**config.mk**
```make
export PLATFORM = sky130hd
export DESIGN_NAME = logic_unit_acc_flat
export DESIGN_NICKNAME = d
export VERILOG_FILES = /design/src/rtl/logic_unit_acc_if.sv /design/src/rtl/logic_unit_acc.sv /design/src/flat_wrapper.sv
export SDC_FILE = /design/constraint.sdc
export NUM_CORES = 1
export LEC_CHECK = 0
export BUFFER_PORTS_ARGS = -buffer_cell sky130_fd_sc_hd__buf_2
export CAP_MARGIN = 25
export CORE_MARGIN = 1
export CORE_UTILIZATION = 45
export CTS_BUF_LIST = sky130_fd_sc_hd__clkbuf_16
export DETAILED_ROUTE_END_ITERATION = 10
export GPL_TIMING_DRIVEN = 0
export PLACE_DENSITY_LB_ADDON = 0.05
export SLEW_MARGIN = 20
export SYNTH_ARGS = -nofsm -noshare
export SYNTH_HDL_FRONTEND = slang
export SYNTH_SLANG_ARGS = --single-unit
```
**constraint.sdc**
```tcl
create_clock -name clk -period 5.78 [get_ports clk]
set_input_delay 0.578 -clock clk [delete_from_list [all_inputs] [get_ports clk]]
set_output_delay 0.578 -clock clk [all_outputs]
set_load 0.01 [all_outputs]
```
**src/rtl/logic_unit_acc_if.sv**
```systemverilog
// Handshake and data bundle for the streaming logic unit: input beat channel,
// result channel and registered result flags.
interface logic_unit_acc_if #(
   parameter int LENGTH = 32,
   parameter int CNT_W  = 8
);
   logic              in_valid;
   logic              in_ready;
   logic [LENGTH-1:0] X;
   logic [LENGTH-1:0] Y;
   logic [1:0]        op;
   logic              accum;
   logic              last;
   logic              out_valid;
   logic              out_ready;
   logic [LENGTH-1:0] Z;
   logic              zero;
   logic              ones;
   logic [CNT_W-1:0]  count;

   modport master (
      output in_valid, X, Y, op, accum, last, out_ready,
      input  in_ready, out_valid, Z, zero, ones, count
   );

   modport slave (
      input  in_valid, X, Y, op, accum, last, out_ready,
      output in_ready, out_valid, Z, zero, ones, count
   );
endinterface

```
**src/rtl/logic_unit_acc.sv**
```systemverilog
// Registered bitwise logic unit (AND/OR/XOR/NOR) with optional multi-beat
// accumulation, valid/ready on both sides and registered zero/ones flags.
module logic_unit_acc #(
   parameter int LENGTH = 32,
   parameter int CNT_W  = 8
) (
   input logic             clk,
   input logic             rst,
   logic_unit_acc_if.slave bus
);
   typedef enum logic {IDLE = 1'b0, ACC = 1'b1} state_t;

   localparam logic [CNT_W-1:0]  CNT_ONE = CNT_W'(1);
   localparam logic [CNT_W-1:0]  CNT_MAX = {CNT_W{1'b1}};
   localparam logic [LENGTH-1:0] ALL_ZERO = {LENGTH{1'b0}};

   function automatic logic [LENGTH-1:0] logic_op(input logic [1:0]        sel,
                                                  input logic [LENGTH-1:0] a,
                                                  input logic [LENGTH-1:0] b);
      case (sel)
         2'b00:   return a & b;
         2'b01:   return a | b;
         2'b10:   return a ^ b;
         2'b11:   return ~(a | b);
         default: return ALL_ZERO;
      endcase
   endfunction

   state_t            state_r;
   state_t            state_nxt_s;
   logic [LENGTH-1:0] acc_r;
   logic [1:0]        op_r;
   logic [CNT_W-1:0]  cnt_r;
   logic [LENGTH-1:0] z_r;
   logic              zero_r;
   logic              ones_r;
   logic              out_valid_r;
   logic [CNT_W-1:0]  count_r;

   logic              in_ready_s;
   logic              beat_s;
   logic              drain_s;
   logic [LENGTH-1:0] op_res_s;
   logic [LENGTH-1:0] fold_s;
   logic [CNT_W-1:0]  cnt_inc_s;
   logic              load_res_s;
   logic [LENGTH-1:0] res_s;
   logic [CNT_W-1:0]  res_cnt_s;
   logic              start_acc_s;
   logic              step_acc_s;

   // Stalling input only while a result is stuck keeps beats from being lost.
   assign in_ready_s = !out_valid_r | bus.out_ready;
   assign beat_s     = bus.in_valid & in_ready_s;
   assign drain_s    = out_valid_r & bus.out_ready;
   assign op_res_s   = logic_op(bus.op, bus.X, bus.Y);
   assign fold_s     = logic_op(op_r, acc_r, bus.X);
   assign cnt_inc_s  = (cnt_r == CNT_MAX) ? cnt_r : (cnt_r + CNT_ONE);

   assign bus.in_ready  = in_ready_s;
   assign bus.out_valid = out_valid_r;
   assign bus.Z         = z_r;
   assign bus.zero      = zero_r;
   assign bus.ones      = ones_r;
   assign bus.count     = count_r;

   // FSM state register.
   always_ff @(posedge clk) begin
      if (rst) begin
         state_r <= IDLE;
      end else begin
         state_r <= state_nxt_s;
      end
   end

   // Next-state and datapath control decode.
   always_comb begin
      state_nxt_s = state_r;
      load_res_s  = 1'b0;
      res_s       = ALL_ZERO;
      res_cnt_s   = {CNT_W{1'b0}};
      start_acc_s = 1'b0;
      step_acc_s  = 1'b0;
      case (state_r)
         IDLE: begin
            if (beat_s) begin
               if (bus.accum & !bus.last) begin
                  start_acc_s = 1'b1;
                  state_nxt_s = ACC;
               end else begin
                  load_res_s = 1'b1;
                  res_s      = op_res_s;
                  res_cnt_s  = CNT_ONE;
               end
            end else begin
               state_nxt_s = IDLE;
            end
         end
         ACC: begin
            if (beat_s) begin
               if (bus.last) begin
                  load_res_s  = 1'b1;
                  res_s       = fold_s;
                  res_cnt_s   = cnt_inc_s;
                  state_nxt_s = IDLE;
               end else begin
                  step_acc_s = 1'b1;
               end
            end else begin
               state_nxt_s = ACC;
            end
         end
         default: begin
            state_nxt_s = IDLE;
         end
      endcase
   end

   // Result register; flags derive from the value being written, not from Z.
   always_ff @(posedge clk) begin
      if (rst) begin
         z_r         <= ALL_ZERO;
         zero_r      <= 1'b0;
         ones_r      <= 1'b0;
         count_r     <= {CNT_W{1'b0}};
         out_valid_r <= 1'b0;
      end else if (load_res_s) begin
         z_r         <= res_s;
         zero_r      <= (res_s == ALL_ZERO);
         ones_r      <= &res_s;
         count_r     <= res_cnt_s;
         out_valid_r <= 1'b1;
      end else if (drain_s) begin
         out_valid_r <= 1'b0;
      end else begin
         out_valid_r <= out_valid_r;
      end
   end

   // Accumulator, latched op and running beat count.
   always_ff @(posedge clk) begin
      if (rst) begin
         acc_r <= ALL_ZERO;
         op_r  <= 2'b00;
         cnt_r <= {CNT_W{1'b0}};
      end else if (start_acc_s) begin
         acc_r <= op_res_s;
         op_r  <= bus.op;
         cnt_r <= CNT_ONE;
      end else if (step_acc_s) begin
         acc_r <= fold_s;
         cnt_r <= cnt_inc_s;
      end else begin
         acc_r <= acc_r;
      end
   end
endmodule

```
**src/flat_wrapper.sv**
```systemverilog
// flat-port wrapper written by rule: the top's interface ports become plain ports
module logic_unit_acc_flat 
#(
   parameter int LENGTH = 32,
   parameter int CNT_W  = 8
)
  (clk, rst, bus_in_valid, bus_X, bus_Y, bus_op, bus_accum, bus_last, bus_out_ready, bus_in_ready, bus_out_valid, bus_Z, bus_zero, bus_ones, bus_count);
  logic_unit_acc_if #(.LENGTH(LENGTH), .CNT_W(CNT_W)) bus_i ();
  input logic clk;
  input logic rst;
  input wire logic [$bits(bus_i.in_valid)-1:0] bus_in_valid;
  input wire logic [$bits(bus_i.X)-1:0] bus_X;
  input wire logic [$bits(bus_i.Y)-1:0] bus_Y;
  input wire logic [$bits(bus_i.op)-1:0] bus_op;
  input wire logic [$bits(bus_i.accum)-1:0] bus_accum;
  input wire logic [$bits(bus_i.last)-1:0] bus_last;
  input wire logic [$bits(bus_i.out_ready)-1:0] bus_out_ready;
  output wire logic [$bits(bus_i.in_ready)-1:0] bus_in_ready;
  output wire logic [$bits(bus_i.out_valid)-1:0] bus_out_valid;
  output wire logic [$bits(bus_i.Z)-1:0] bus_Z;
  output wire logic [$bits(bus_i.zero)-1:0] bus_zero;
  output wire logic [$bits(bus_i.ones)-1:0] bus_ones;
  output wire logic [$bits(bus_i.count)-1:0] bus_count;
  assign bus_i.in_valid = bus_in_valid;
  assign bus_i.X = bus_X;
  assign bus_i.Y = bus_Y;
  assign bus_i.op = bus_op;
  assign bus_i.accum = bus_accum;
  assign bus_i.last = bus_last;
  assign bus_i.out_ready = bus_out_ready;
  assign bus_in_ready = bus_i.in_ready;
  assign bus_out_valid = bus_i.out_valid;
  assign bus_Z = bus_i.Z;
  assign bus_zero = bus_i.zero;
  assign bus_ones = bus_i.ones;
  assign bus_count = bus_i.count;
  logic_unit_acc #(.LENGTH(LENGTH), .CNT_W(CNT_W)) u_core (.clk(clk), .rst(rst), .bus(bus_i));
endmodule
```
==> results.py <==
metrics = {
    "yosys": {
        "yosysTopAreaCellShare": 0.2163,
        "ys_seq_area_frac": 0.2163,
        "synthTopCellsByArea": "dfxtp_1, ha_1, nor2_1",
        "synthDistinctLibCells": 58,
        "yosysTopAreaCell": "dfxtp_1",
        "netlist_instances": 1059,
        "syn_area_um2": 7961,
        "synth_edf_count": 0,
        "async_flop_share": 0,
        "synthFlopType": "dfxtp_1",
        "ys_ff_latch": 86,
        "synth_area_per_cell_um2": 7.518,
        "syn-num-nets": 1260,
        "ys_warn_count": 0,
    },
    "global_routing": {
        "grt.overflow.total": 0,
        "globalRouteTotalUtil": 0.3601,
        "grt_max_degree": 19,
        "antenna_found_initial": 1,
        "grt_pass1_vias": 7667,
        "grt_pass1_wl_um": 47350,
    },
    "place": {
        "dp.cells": 1395,
        "dp_slack_ns": 2.761,
        "place_hpwl_um": 23730,
        "io_buffers": 111,
        "gp_congestion": 1.008,
    },
    "power": {
        "p_int_w": 0.001096,
        "p_leak_nw": 4.113,
        "pwr-share-comb": 0.282,
        "switching_share": 0.3749,
        "clkPwrFrac": 0.354,
        "peakVddDrop_v": 0.0001589,
        "power_density_nw_per_um2": 192.8,
        "p_switching_w": 0.0006575,
        "seq_power_share": 0.364,
    },
    "sta": {
        "setup_ws_ns": 3.012,
        "finalCriticalPeriod_ns": 2.768,
        "drv_slew": 0,
        "tns_ns": 0,
        "clock.fmax_mhz": 361.2,
        "setup_viol": 0,
        "fin_crit_sh": 0.4790,
        "rsz0062_at_grt": "false",
        "hold_viol_final": 0,
        "slew-limit-headroom": 0.3475,
        "worst_pin_slew_ns": 0.9787,
        "finalClockSkew_ns": 0.01151,
    },
    "die": {
        "initial_utilization": 0.4603,
        "die-area_um2": 18230,
        "die_width_um": 135.0,
        "die_h_um": 135.0,
        "io_pins": 116,
        "rows": 48,
        "core_um2": 17300,
    },
    "clock_tree": {
        "numCtsBuffers": 9,
        "htreeDepth": 3,
        "cts_hold_buf": 0,
        "clockRootBuffer": "clkbuf_16",
        "insertion_delay_ns": 0.37,
        "ctsResizeCount": 0,
        "clockBufferDepth": 2,
        "clk_pin_slew_ns": 0.08,
        "cts_tree": "built",
        "clock_sinks": 86,
        "postCtsSetupBuffers": 0,
    },
    "routing": {
        "wl_per_cell_um": 22.89,
        "via_per_inst": 5.970,
        "vias": 8423,
        "drt_iter0_markers": 936,
        "first_pass_iters": 6,
        "antenna_left": 0,
        "wirelength_um": 32300,
        "drc": 0,
    },
    "final_layout": {
        "seqCellArea_um2": 1722,
        "nNetsFinal": 1382,
        "areaGrowthSynthToFinish_pct": 14.27,
        "mostFrequentLayoutCell": "nor2_1",
        "layout_common_cells": "nor2_1, buf_2, ha_1",
        "antenna_cells": 0,
        "fill_cells": 1792,
        "drive_above_1_share": 0.1501,
        "multi_input_area_um2": 5503,
        "fin_cells": 1411,
    },
    "run": {
        "cap_viol_max_count": 0,
    },
    "setup_path": {
        "crit_type": "reg2reg",
        "crit_required_ns": 6.07,
        "setup.worst_path.start_class": "register",
        "path_max_fanout": 10,
        "arrival_ns": 3.05,
        "cp-end-kind": "register",
    },
    "run_status": {
        "outcome": "complete, no violations",
    },
    "hold_path": {
        "hold_class": "reg2reg",
    },
}
[cells in the mapped netlist (11+ instances only)]
| master | number |
|---|---|
| nor2_1 | 163 |
| ha_1 | 129 |
| inv_1 | 97 |
| dfxtp_1 | 86 |
| nor2b_1 | 77 |
| a21oi_1 | 76 |
| o22ai_1 | 42 |
| clkbuf_1 | 40 |
| nand2_1 | 36 |
| o21ai_0 | 35 |
| a211oi_1 | 32 |
| o21ai_1 | 28 |
| buf_2 | 22 |
| mux2i_1 | 21 |
| o31ai_1 | 19 |
| nand3_1 | 17 |
| a31oi_1 | 15 |
| nor3_1 | 13 |
| nand4_1 | 11 |
[routing by layer]
metal	part of all wire	global-route usage	up-vias
met3	0.095	0.06006	96
met1	0.43	0.4834	3907
li1	-	-	3934
met5	0.00056	0	-
met2	0.43	0.5530	484
met4	0.045	0.1860	2
[worst max-delay path, stage by stage (launching register included)]
cell and delay (ns):
dfxtp_1 0.32, clkbuf_1 0.25, clkbuf_1 0.73, o21ai_1 0.15, o31ai_1 0.20, o22ai_1 0.30, nor4_1 0.30, o211ai_1 0.18
o31ai_2 0.26
[cell type report]
cell class | count | share of cell area
inverters | 99 | 0.04085
repair buffers | 111 | 0.06106
plain buffers | 72 | 0.04016
well taps | 225 | 0.03094
multi-input cells | 802 | 0.6049
clock inverters | 7 | 0.008114
flip-flops and latches | 86 | 0.1892
clock buffers | 9 | 0.02476
[registers in the layout (all words and copies together), names as in the netlist]
| name | cells |
|---|---|
| u_core.bus.count | 8 |
| u_core.state_r | 1 |
| u_core.bus.out_valid | 1 |
| u_core.op_r | 2 |
| u_core.bus.ones | 1 |
| u_core.bus.Z | 32 |
| u_core.acc_r | 32 |
| u_core.bus.zero | 1 |
| u_core.cnt_r | 8 |
[logic make-up after synthesis]
family | synth area share
AND/OR/NAND/NOR | 0.2034
AO/OA/AOI/OAI | 0.2353
buffers and inverters | 0.09257
adder cells (fa/ha/maj) | 0.2027
flip-flops | 0.2163
multiplexers | 0.04432
XOR/XNOR | 0.005502
[power by group through the flow]
stage,logic [W],registers (W),clock network (W)
6_report,0.000494,0.000638,0.000621
3_5_place_dp,0.000479,0.000652,0
2_1_floorplan,0.000285,0.000656,0
3_3_place_gp,0.000476,0.000651,0
5_1_grt,0.000535,0.000641,0.000644
4_1_cts,0.000481,0.000638,0.000622
[path summary, 6_finish.rpt]
path	endpoint	slack [ns]	depth (start not counted)	from
setup / recovery	u_core.bus.zero	3.01	8	u_core.op_r[1]
hold / removal	u_core.bus.Z[25]	0.46	2	u_core.bus.Z[25]
setup reg to reg	u_core.bus.zero	3.01	8	u_core.op_r[1]
hold reg to reg	u_core.bus.Z[25]	0.46	2	u_core.bus.Z[25]
[per-stage QoR]
stage	hold slack (ns)	total power [W]	instance area (µm²)	util
after floorplan	0.4530	0.0009405	7961	-
after global routing	0.4758	0.001820	9097	0.5260
after CTS	0.4578	0.001740	9097	0.5260
final	0.4579	0.001754	9097	0.5260
after detailed placement	0.4471	0.001130	8798	0.5087
after global placement	0.4451	0.001127	8798	0.5087
Note: power is estimated with default switching activity, not from simulation.
